### config.mk
export PLATFORM = sky130hd
export DESIGN_NAME = stdio_port
export DESIGN_NICKNAME = d
export VERILOG_FILES = /design/src/rtl/stdio_pkg.sv /design/src/rtl/byte_fifo.sv /design/src/rtl/stdio_port.sv
export SDC_FILE = /design/constraint.sdc
export NUM_CORES = 1
export LEC_CHECK = 0
export CORE_ASPECT_RATIO = 1.5
export CORE_MARGIN = 4
export CORE_UTILIZATION = 40
export DETAILED_ROUTE_END_ITERATION = 8
export HOLD_SLACK_MARGIN = 0.08
export SLEW_MARGIN = 20
export SYNTH_ARGS = -nofsm -noshare
export SYNTH_HDL_FRONTEND = slang
export SYNTH_SLANG_ARGS = --single-unit
### constraint.sdc
create_clock -name clock -period 4 [get_ports clock]
set_clock_uncertainty 0.15 [all_clocks]
set_input_delay 0.6 -clock clock [delete_from_list [all_inputs] [get_ports clock]]
set_output_delay 0.6 -clock clock [all_outputs]
set_load 0.01 [all_outputs]
### src/rtl/stdio_pkg.sv
// rtl/stdio_pkg.sv - port map and constants shared by the stdio_port block
package stdio_pkg;

    localparam logic [8:0] PORT_STDIN      = 9'd2;
    localparam logic [8:0] PORT_STDOUT     = 9'd3;
    localparam logic [8:0] PORT_IRQ_STATUS = 9'd4;
    localparam logic [8:0] PORT_IRQ_MASK   = 9'd5;

    localparam int IRQ_RX = 0;
    localparam int IRQ_TX = 1;

    localparam logic [15:0] STDIN_EMPTY = 16'h8000;

endpackage

### src/rtl/byte_fifo.sv
// rtl/byte_fifo.sv - power-of-two byte FIFO with wrap-bit pointers
module byte_fifo #(
    parameter int DEPTH = 8
) (
    input  logic       clock,
    input  logic       reset_n,
    input  logic       push_i,
    input  logic       pop_i,
    input  logic [7:0] wdata_i,
    output logic [7:0] rdata_o,
    output logic       full_o,
    output logic       empty_o
);

    localparam int AW = $clog2(DEPTH);
    localparam int PW = AW + 1;

    logic [PW-1:0] wptr_q, wptr_d;
    logic [PW-1:0] rptr_q, rptr_d;
    logic [7:0]    mem_q [DEPTH];
    logic          push_ok;
    logic          pop_ok;

    assign empty_o = (wptr_q == rptr_q);
    assign full_o  = (wptr_q[AW] != rptr_q[AW]) && (wptr_q[AW-1:0] == rptr_q[AW-1:0]);
    assign rdata_o = mem_q[rptr_q[AW-1:0]];

    // Both qualifiers use pre-edge flags, so a pop never makes room for a same-cycle push.
    assign push_ok = push_i && !full_o;
    assign pop_ok  = pop_i && !empty_o;

    always_comb begin
        wptr_d = wptr_q + {{(PW-1){1'b0}}, push_ok};
        rptr_d = rptr_q + {{(PW-1){1'b0}}, pop_ok};
    end

    always_ff @(posedge clock or negedge reset_n) begin
        if (!reset_n) begin
            wptr_q <= '0;
            rptr_q <= '0;
        end else begin
            wptr_q <= wptr_d;
            rptr_q <= rptr_d;
        end
    end

    always_ff @(posedge clock) begin
        if (push_ok) begin
            mem_q[wptr_q[AW-1:0]] <= wdata_i;
        end
    end

endmodule

### src/rtl/stdio_port.sv
// rtl/stdio_port.sv - CPU stdin/stdout/interrupt ports 2..5; STDIO_TX_FIFO_EN selects a TX FIFO over a holding register
module stdio_port
    import stdio_pkg::*;
#(
    parameter int RX_DEPTH = 8,
    parameter int TX_DEPTH = 4
) (
    input  logic        clock,
    input  logic        reset_n,
    input  logic [8:0]  io_port,
    input  logic [15:0] data_out,
    input  logic        data_out_valid,
    output logic [15:0] data_in,
    output logic        irq,
    input  logic [7:0]  rx_byte,
    input  logic        rx_valid,
    output logic        rx_ready,
    output logic [7:0]  tx_byte,
    output logic        tx_valid,
    input  logic        tx_ready
);

    logic       cpu_wr_stdin;
    logic       cpu_wr_stdout;
    logic       cpu_wr_mask;
    logic       rx_full;
    logic       rx_empty;
    logic [7:0] rx_head;
    logic       tx_space;
    logic [1:0] pending;
    logic [1:0] mask_q, mask_d;
    logic       irq_q, irq_d;
    logic       unused_ok;

    assign cpu_wr_stdin  = data_out_valid && (io_port == PORT_STDIN);
    assign cpu_wr_stdout = data_out_valid && (io_port == PORT_STDOUT);
    assign cpu_wr_mask   = data_out_valid && (io_port == PORT_IRQ_MASK);

    byte_fifo #(
        .DEPTH(RX_DEPTH)
    ) u_rx_fifo (
        .clock  (clock),
        .reset_n(reset_n),
        .push_i (rx_valid),
        .pop_i  (cpu_wr_stdin),
        .wdata_i(rx_byte),
        .rdata_o(rx_head),
        .full_o (rx_full),
        .empty_o(rx_empty)
    );

    assign rx_ready = !rx_full;

`ifdef STDIO_TX_FIFO_EN
    logic       tx_full;
    logic       tx_empty;
    logic [7:0] tx_head;

    byte_fifo #(
        .DEPTH(TX_DEPTH)
    ) u_tx_fifo (
        .clock  (clock),
        .reset_n(reset_n),
        .push_i (cpu_wr_stdout),
        .pop_i  (tx_valid && tx_ready),
        .wdata_i(data_out[7:0]),
        .rdata_o(tx_head),
        .full_o (tx_full),
        .empty_o(tx_empty)
    );

    // The head slot is unreset storage, so present zero while nothing is queued.
    assign tx_valid  = !tx_empty;
    assign tx_byte   = tx_empty ? 8'h00 : tx_head;
    assign tx_space  = !tx_full;
    assign unused_ok = ^data_out[15:8];
`else
    logic       tx_valid_q, tx_valid_d;
    logic [7:0] tx_byte_q, tx_byte_d;

    always_comb begin
        tx_valid_d = tx_valid_q;
        tx_byte_d  = tx_byte_q;
        if (tx_valid_q && tx_ready) begin
            tx_valid_d = 1'b0;
        end
        // Space is judged before the edge: an occupied register drops the write even if it drains now.
        if (cpu_wr_stdout && !tx_valid_q) begin
            tx_valid_d = 1'b1;
            tx_byte_d  = data_out[7:0];
        end
    end

    always_ff @(posedge clock or negedge reset_n) begin
        if (!reset_n) begin
            tx_valid_q <= 1'b0;
            tx_byte_q  <= 8'h00;
        end else begin
            tx_valid_q <= tx_valid_d;
            tx_byte_q  <= tx_byte_d;
        end
    end

    assign tx_valid  = tx_valid_q;
    assign tx_byte   = tx_byte_q;
    assign tx_space  = !tx_valid_q;
    assign unused_ok = ^{data_out[15:8], TX_DEPTH[0]};
`endif

    always_comb begin
        pending         = 2'b00;
        pending[IRQ_RX] = !rx_empty;
        pending[IRQ_TX] = tx_space;
    end

    always_comb begin
        mask_d = mask_q;
        if (cpu_wr_mask) begin
            mask_d = data_out[1:0];
        end
        irq_d = |(pending & mask_q);
    end

    always_ff @(posedge clock or negedge reset_n) begin
        if (!reset_n) begin
            mask_q <= 2'b00;
            irq_q  <= 1'b0;
        end else begin
            mask_q <= mask_d;
            irq_q  <= irq_d;
        end
    end

    assign irq = irq_q;

    always_comb begin
        data_in = 16'h0000;
        case (io_port)
            PORT_STDIN:      data_in = rx_empty ? STDIN_EMPTY : {8'h00, rx_head};
            PORT_STDOUT:     data_in = {15'h0000, tx_space};
            PORT_IRQ_STATUS: data_in = {14'h0000, pending & mask_q};
            PORT_IRQ_MASK:   data_in = {14'h0000, mask_q};
            default:         data_in = 16'h0000;
        endcase
    end

endmodule

Word-level counts from Yosys, hierarchy flattened:

Memories as Yosys holds them, arrays and structs flattened.
Cells that the tools add are included.

* flip-flop bits (word level): 20
* latch bits: 0
* bits in writable memories: 64
* memory bits (read-only): 0
* input port bits: 38
* output and inout port bits: 27
* word-level logic and storage cells: 36
* memories kept: 1

* add/sub/neg operators: 2
* multipliers: 0
* div/mod/pow operators: 0
* magnitude comparators: 0
* eq/ne operators: 7
* shift-type cells: 0
* muxes and demuxes: 6
* bitwise operators: 1
* reduce and logical (&&, ||, !) cells: 13

Memory list
* u_rx_fifo.mem_q: words 8, width 8, read ports 1, clocked after memory_dff 0, wr ports 1, RTL line byte_fifo.sv:20 `logic [7:0] mem_q [DEPTH];`

Operators by type and width (number)
* 16-bit one-hot mux with 4 select lines: 1
* 9-bit by 2-bit == test with 1-bit output, second input constant: 2
* 9-bit by 3-bit == test with 1-bit output, second input constant: 2
* 16-bit two-way mux: 1
* 4-bit by 1-bit adder with 4-bit output: 2
* 1-bit logical AND: 8
* 4-bit == test: 1
* 1-bit two-way mux: 4
* 3-bit == test: 1
* 1-bit zero test: 3
* 2-bit AND: 1
* 2-bit nonzero test: 1
* 2-bit OR reduction: 1
* 1-bit != test: 1

Depth between registers and ports, before layout:

* depth in word-level cells: 6
* depth in mapped cells: 9
* gate-level depth less buffers: 7

Cells and area by module:

A second synthesis with hierarchy kept.

* cell total of the unflattened synthesis: 201
* area, all modules: 3643.5 um^2

By module, submodules not included
* byte_fifo: instances 1, cells each 137, area an instance 2945.3 um^2, seq. area each 2122.0 um^2
* stdio_port: instances 1, cells each 64, area an instance 698.2 um^2, seq. area each 300.3 um^2

Worst setup path after synthesis:

OpenSTA, ideal clock, no wires.

* kind: input-to-output
* start: in io_port[8]
* end: out data_in[0]
* arrival time: 1.770 ns
* data required time: 3.250 ns
* setup slack: 1.480 ns
* stages: 5
* buffers on the path: 1
* cells stage by stage: nor4_4 > nand2_1 > a2111o_1 > buf_2 > o21ai_1

* cells in the longest elaborated chain, start to end: 2
* elaborated cells between the ends (all ways): 5
* classes of those cells: 4 x eq/ne; 1 x mux

Ends and longest elaborated chain
* start: declaration: RTL line stdio_port.sv:10 `input logic [8:0] io_port,`
* 9-bit by 3-bit == test with 1-bit output or 9-bit by 2-bit == test with 1-bit output (tied branches): RTL line stdio_port.sv:138 `case (io_port)`
* 16-bit one-hot mux with 4 select lines *: RTL line stdio_port.sv:138
* end: declaration: RTL line stdio_port.sv:13 `output logic [15:0] data_in,`

Mark *: on every way between the ends. The rest lies on a longest branch, timed or not.

Final worst setup path:

* start: in io_port[8]
* end: out data_in[1]

The elaborated chain is that of the path after synthesis.

==> results by group <==
Run status
  – Status: finished, final reports clean

CTS
  – Clk buf depth: 2
  – CTS tree: done
  – Hold-fix buffers, CTS: 0
  – Post-CTS Setup Repair Bufs: 0
  – Num CTS Buffers: 9
  – CTS H-tree lvls: 3
  – Clk Latency, worst-skew pair: 0.33 ns
  – Worst-path clk slew: 0.06 ns
  – Post_cts resized: 0
  – Clk sinks: 84
  – Root buffer cell: clkbuf_16

Global route
  – Antenna violations before repair: 0
  – Overflow after GRT: 0
  – Most used routing layer: met2
  – Vias in the first global route: ~1900
  – Global Route met2 Usage: 0.245
  – M1 GR Usage: 0.150
  – Met3 usage: 0.0393
  – Global-route wire length before repair: 10.3 mm
  – Largest net degree at the start of global routing: 21
  – Overall Global Routing Usage: 0.137

Logic synthesis
  – Synth Register Bits: 84
  – YS warnings: 0
  – Post-Syn Area: roughly 3500 um2
  – Post-synth EDFFs: 64
  – Top post-synthesis cells by area: edfxtp_1 55%, dfrtp_1 14%, mux4_2 10%
  – Sequential share of the synthesized area: 0.687
  – Synth Flop Type: edfxtp_1
  – Cells after Synth: just under 200
  – Most common cell in the netlist: edfxtp_1
  – Post-synth top cells: 64 x edfxtp_1, 20 x dfrtp_1, 18 x nor2_1
  – Synth top area share: 0.545
  – Avg Cell Area, Syn: around 18 um2
  – Most area-hungry cell type in the Yosys netlist: edfxtp_1
  – Cell variety after synth: 35
  – Post-synth ARST share: 0.238

Timing
  – RSZ-0062 raised after global routing: no
  – Fmax: around 270 MHz
  – Fin crit share: 0.936
  – Period minus WS final: about 3.7 ns
  – Relative slew slack: 0.347
  – Total Neg Setup Slack: 0 ns
  – Pins Over Slew Limit: 0
  – Setup ws final: roughly 0.26 ns
  – Count of final setup violators: 0
  – Fin. Hold Viols: 0
  – Worst-Margin Slew: 0.977 ns

Worst setup path
  – Worst setup SP type: input port
  – CP arrival: 2.99 ns
  – Crit path max-delay cell type: a2111o_1
  – CP dominant cell by count: clkdlybuf4s50_1
  – Crit-path max FO: 9
  – RR Startpoint: u_rx_fifo.wptr_q[1]$_DFF_PN0_
  – CP top delay family: buffers and inverters
  – Req. time, crit path: about 3.3 ns
  – Crit Path Class: input port to output pin
  – R2r endpoint: u_rx_fifo.mem_q[3][6]$_DFFE_PP_
  – CP Cell Sequence: clkdlybuf4s50_1 > nor4_4 > nand2_1 > a2111o_1 > o22ai_2 > clkdlybuf4s50_1
  – Crit path capture type: output pin
  – CP bufs+invs: 2
  – Reg2Reg Depth: 4
  – Slowest stage delay, CP: between 0.6 and 0.7 ns
  – R2R Setup Slk: around 1.6 ns

Die
  – Die width: around 85 um
  – Die area: ~10000 um2
  – Die Y: about 120 um
  – Io pins: 65
  – Core area: approximately 8500 um2
  – Num rows: roughly 40
  – Initial core utilization: 0.414

Final layout
  – Fin nets: roughly 300
  – Layout cell share with drive strength beyond 1: 0.182
  – Fin util: 0.520
  – Filler instances: 746
  – Area of the multi-input gates: 1020 um2
  – P&R area growth vs syn: 25.6%
  – Final Non-Filler Cells: 371
  – N_diodes: 0
  – Register area: 2420 um2

Worst hold path
  – Hold Path Depth: 1
  – Hold Crit Class: flop to flop
  – Worst hold endpoint: tx_byte[0]$_DFFE_PN0P_
  – Hold Crit Start: tx_byte[0]$_DFFE_PN0P_

Route
  – Antenna Nets Post-Route: 0
  – Vias after detailed routing: roughly 1900
  – Wire per inst: 17.7 um
  – # DRC: 0
  – Post-Route WL: 6.57 mm
  – Detailed Routing Iterations Pass 1: 4
  – Drt via density: roughly 5.0
  – Initial DRC Count: just over 100

Pwr
  – Leak: 1.57 nW
  – Pwr dens: 496 nW/um2
  – VDD IR max: slightly below 0.0003 V
  – Overall Power: between 2 and 2.5 mW

Placed design
  – Dpl ws: 0.231 ns
  – Post-Place Cells: approximately 360
  – PortBufs: 49
  – Placer Congestion: about 0.75
  – Hpwl dp: roughly 4.4 mm

Job
  – Max-cap violations: 0
[flip-flops by register name, indices dropped and copies added, names as in the netlist]
signal            flops
tx_byte               8
u_rx_fifo.rptr_q      4
mask_q                2
u_rx_fifo.mem_q      64
u_rx_fifo.wptr_q      4
tx_valid              1
irq                   1
[metrics by stage]
| stage | cell area, um2 | hold slack (ns) |
|---|---|---|
| floorplan | 3550 | 0.154 |
| global placement | 4140 | 0.322 |
| detailed placement | 4140 | 0.331 |
| CTS | 4430 | 0.344 |
| global route | 4430 | 0.366 |
| finish | 4430 | 0.341 |
[layer usage]
layer  vias to the layer above  part of all wire
li1                        878                 -
met1                       925              0.40
met2                        48              0.53
met3                         9             0.053
met4                         0             0.023
met5                         -                 0
[how the worst max path moves through the flow]
stage / slack, ns / end / cells after the start / startpoint
after floorplan: 1.48 / data_in[0] / 5 / io_port[8]
after global placement: 0.24 / data_in[3] / 6 / io_port[8]
after detailed placement: 0.23 / data_in[3] / 6 / io_port[8]
after CTS: 0.22 / data_in[3] / 6 / io_port[8]
after global routing: 0.16 / data_in[1] / 6 / io_port[8]
final: 0.26 / data_in[1] / 6 / io_port[8]
[final cells by class]
cell class,count,area share
sequential,84,0.547
multi-input combinational,104,0.230
timing repair buffer,57,0.124
clock buffer,9,0.0509
tap,107,0.0302
clock inverter,7,0.0147
inverter,3,0.00254
[kinds of logic (layout without fill, tap and decap cells)]
kind of cell,count (synthesis),in the layout,share of synthesized area
XOR/XNOR,9,9,0.0245
buffers and inverters,17,76,0.0298
flip-flops,84,84,0.687
adder cells (fa/ha/maj),4,4,0.0142
multiplexers,34,34,0.157
other,1,7,0.00106
AO/OA/AOI/OAI,10,10,0.0224
AND/OR/NAND/NOR,40,40,0.0639
[power by group]
group / leakage (nW) / switching [mW] / internal (mW)
logic: 0.577 / 0.168 / 0.132
registers: 0.850 / 0.0567 / 1.07
clock network: 0.142 / 0.340 / 0.429
[placed cells by master (no fill, tap or decap), types with 2 or more instances in the layout]
master / count
nor2_1: 18
nand2_1: 6
ha_1: 4
buf_4: 8
dfrtp_1: 20
xnor2_1: 3
o21ai_0: 2
clkdlybuf4s50_1: 49
mux2_1: 6
mux2_2: 4
o21ai_1: 3
clkinv_4: 5
xor2_1: 5
nand2b_1: 4
inv_1: 3
mux2i_1: 8
conb_1: 7
clkbuf_16: 9
mux4_2: 16
nand3_1: 2
nor3_1: 2
edfxtp_1: 64
Note: power is estimated with default switching activity, not from simulation.
==> RTL change: new RTL, same flow settings <==
Set the parameter `RX_DEPTH` to 4 (it was 8).
--- a/src/rtl/stdio_port.sv
+++ b/src/rtl/stdio_port.sv
@@ -2,7 +2,7 @@
 module stdio_port
     import stdio_pkg::*;
 #(
-    parameter int RX_DEPTH = 8,
+    parameter int RX_DEPTH = 4,
     parameter int TX_DEPTH = 4
 ) (
     input  logic        clock,
Formal check against the unedited RTL: not equivalent (a bounded check fails within 10 cycles, from zero or initial values and one cycle with reset_n low).
==> RTL change against the unedited design <==
Design area down 37%; combinational power down 31%; total power is 44% lower; highest routed layer unchanged; synthesized cell count shrank 38%; sequential cell count decreased by 34; worst hold slack better by 3.1 ps; critical endpoint is now data_in[5]; wire length fell by 40%; area after synthesis fell by 40%; setup slack improved by 180 ps.
==> RTL change: results (changes against the unedited design) <==
layout.nets: 225  # -25%
clk_latency_ps: 290  # -40 ps
drt_iter0_drc: 50  # -51%
fin_area_um2: 2790  # -37%
irDropWorstVdd_mv: 0.312  # +6.5%
path_clk_slew_ps: 80  # +20 ps
grt_first_pass_wirelength_um: 6650  # -35%
routed_wl_um: 3960  # -40%
largest_reg_flops: 32  # -50%
leakagePower_nw: 1.07  # -32%
holdPathEnd: "u_rx_fifo.rptr_q[2]"
first_global_vias: 1379  # -28%
drive_above_1_share_pct: 17.9  # -0.25 points
reg2reg_from: "u_rx_fifo.rptr_q[1]"
use_met1_pct: 16.1  # +1.1 points
arrival_ps: 2820  # -170 ps
timing.rr.end: "u_rx_fifo.rptr_q[2]"
outcome: "completed"
synth_enable_flop_cells: 32  # -50%
use_met2_pct: 23.6  # -0.95 points
min-delay-start: "u_rx_fifo.rptr_q[2]"
dp_hpwl_um: 2950  # -33%
pre_cts_ws_ps: 407  # +176 ps
fillers: 447  # -40%
worst_slack_ps: 434  # +179 ps
rrSetupSlack_ps: 1720  # +140 ps
ys_seq_area_share_pct: 67.1  # -1.6 points
grt_usage_pct: 13.5  # -0.22 points
==> RTL change: power groups by stage <==
stage / Sequential, mW / Clock, mW / Combinational (mW)
floorplan: 0.681 / 0 / 0.116
global placement: 0.683 / 0 / 0.207
detailed placement: 0.689 / 0 / 0.212
CTS: 0.678 / 0.353 / 0.213
global route: 0.687 / 0.373 / 0.231
finish: 0.677 / 0.338 / 0.206
==> RTL change: metrics by stage <==
step                total power, mW  hold WS, ps  cells
CTS                            1.24          349    252
floorplan                     0.797          154    130
detailed placement            0.901          333    244
global route                   1.29          360    252
finish                         1.22          344    252
global placement              0.890          332    244
==> RTL change: worst max-delay path by stage <==
stage,to,start
after global placement,data_in[4],io_port[8]
after detailed placement,data_in[4],io_port[8]
after floorplan,data_in[1],io_port[8]
after global routing,data_in[6],io_port[7]
after CTS,data_in[4],io_port[7]
final,data_in[5],io_port[7]
==> RTL change: layout make-up <==
cell class	instances	share of cell area, %
clock buffers	7	2.74
clock inverters	1	1.08
inverters	4	0.538
multi-input cells	67	22.8
flip-flops and latches	50	50.6
well taps	68	3.05
repair buffers	55	19.2
==> RTL change: routing by layer <==
metal	vias up	routed length, um
met3	5	261
li1	568	-
met2	46	2150
met5	-	0
met1	590	1510
met4	0	38
==> RTL change: cells by family after synthesis <==
family / after synthesis / share of synthesized area (%)
and+or+nand+nor: 28 / 8.93
buffers and inverters: 13 / 3.63
adders and majority gates: 4 / 2.38
AOI/OAI and AO/OA: 5 / 1.73
DFF: 50 / 67.1
muxes: 18 / 13.9
other: 1 / 0.178
xor gates and xnor gates: 5 / 2.08
==> RTL change: worst max-delay path, stage by stage <==
cell and delay, ps:
clkdlybuf4s50_1 410, or4_4 530, nor3_4 160, nand3_1 210, buf_4 220, nor2b_1 130
clkdlybuf4s50_1 560
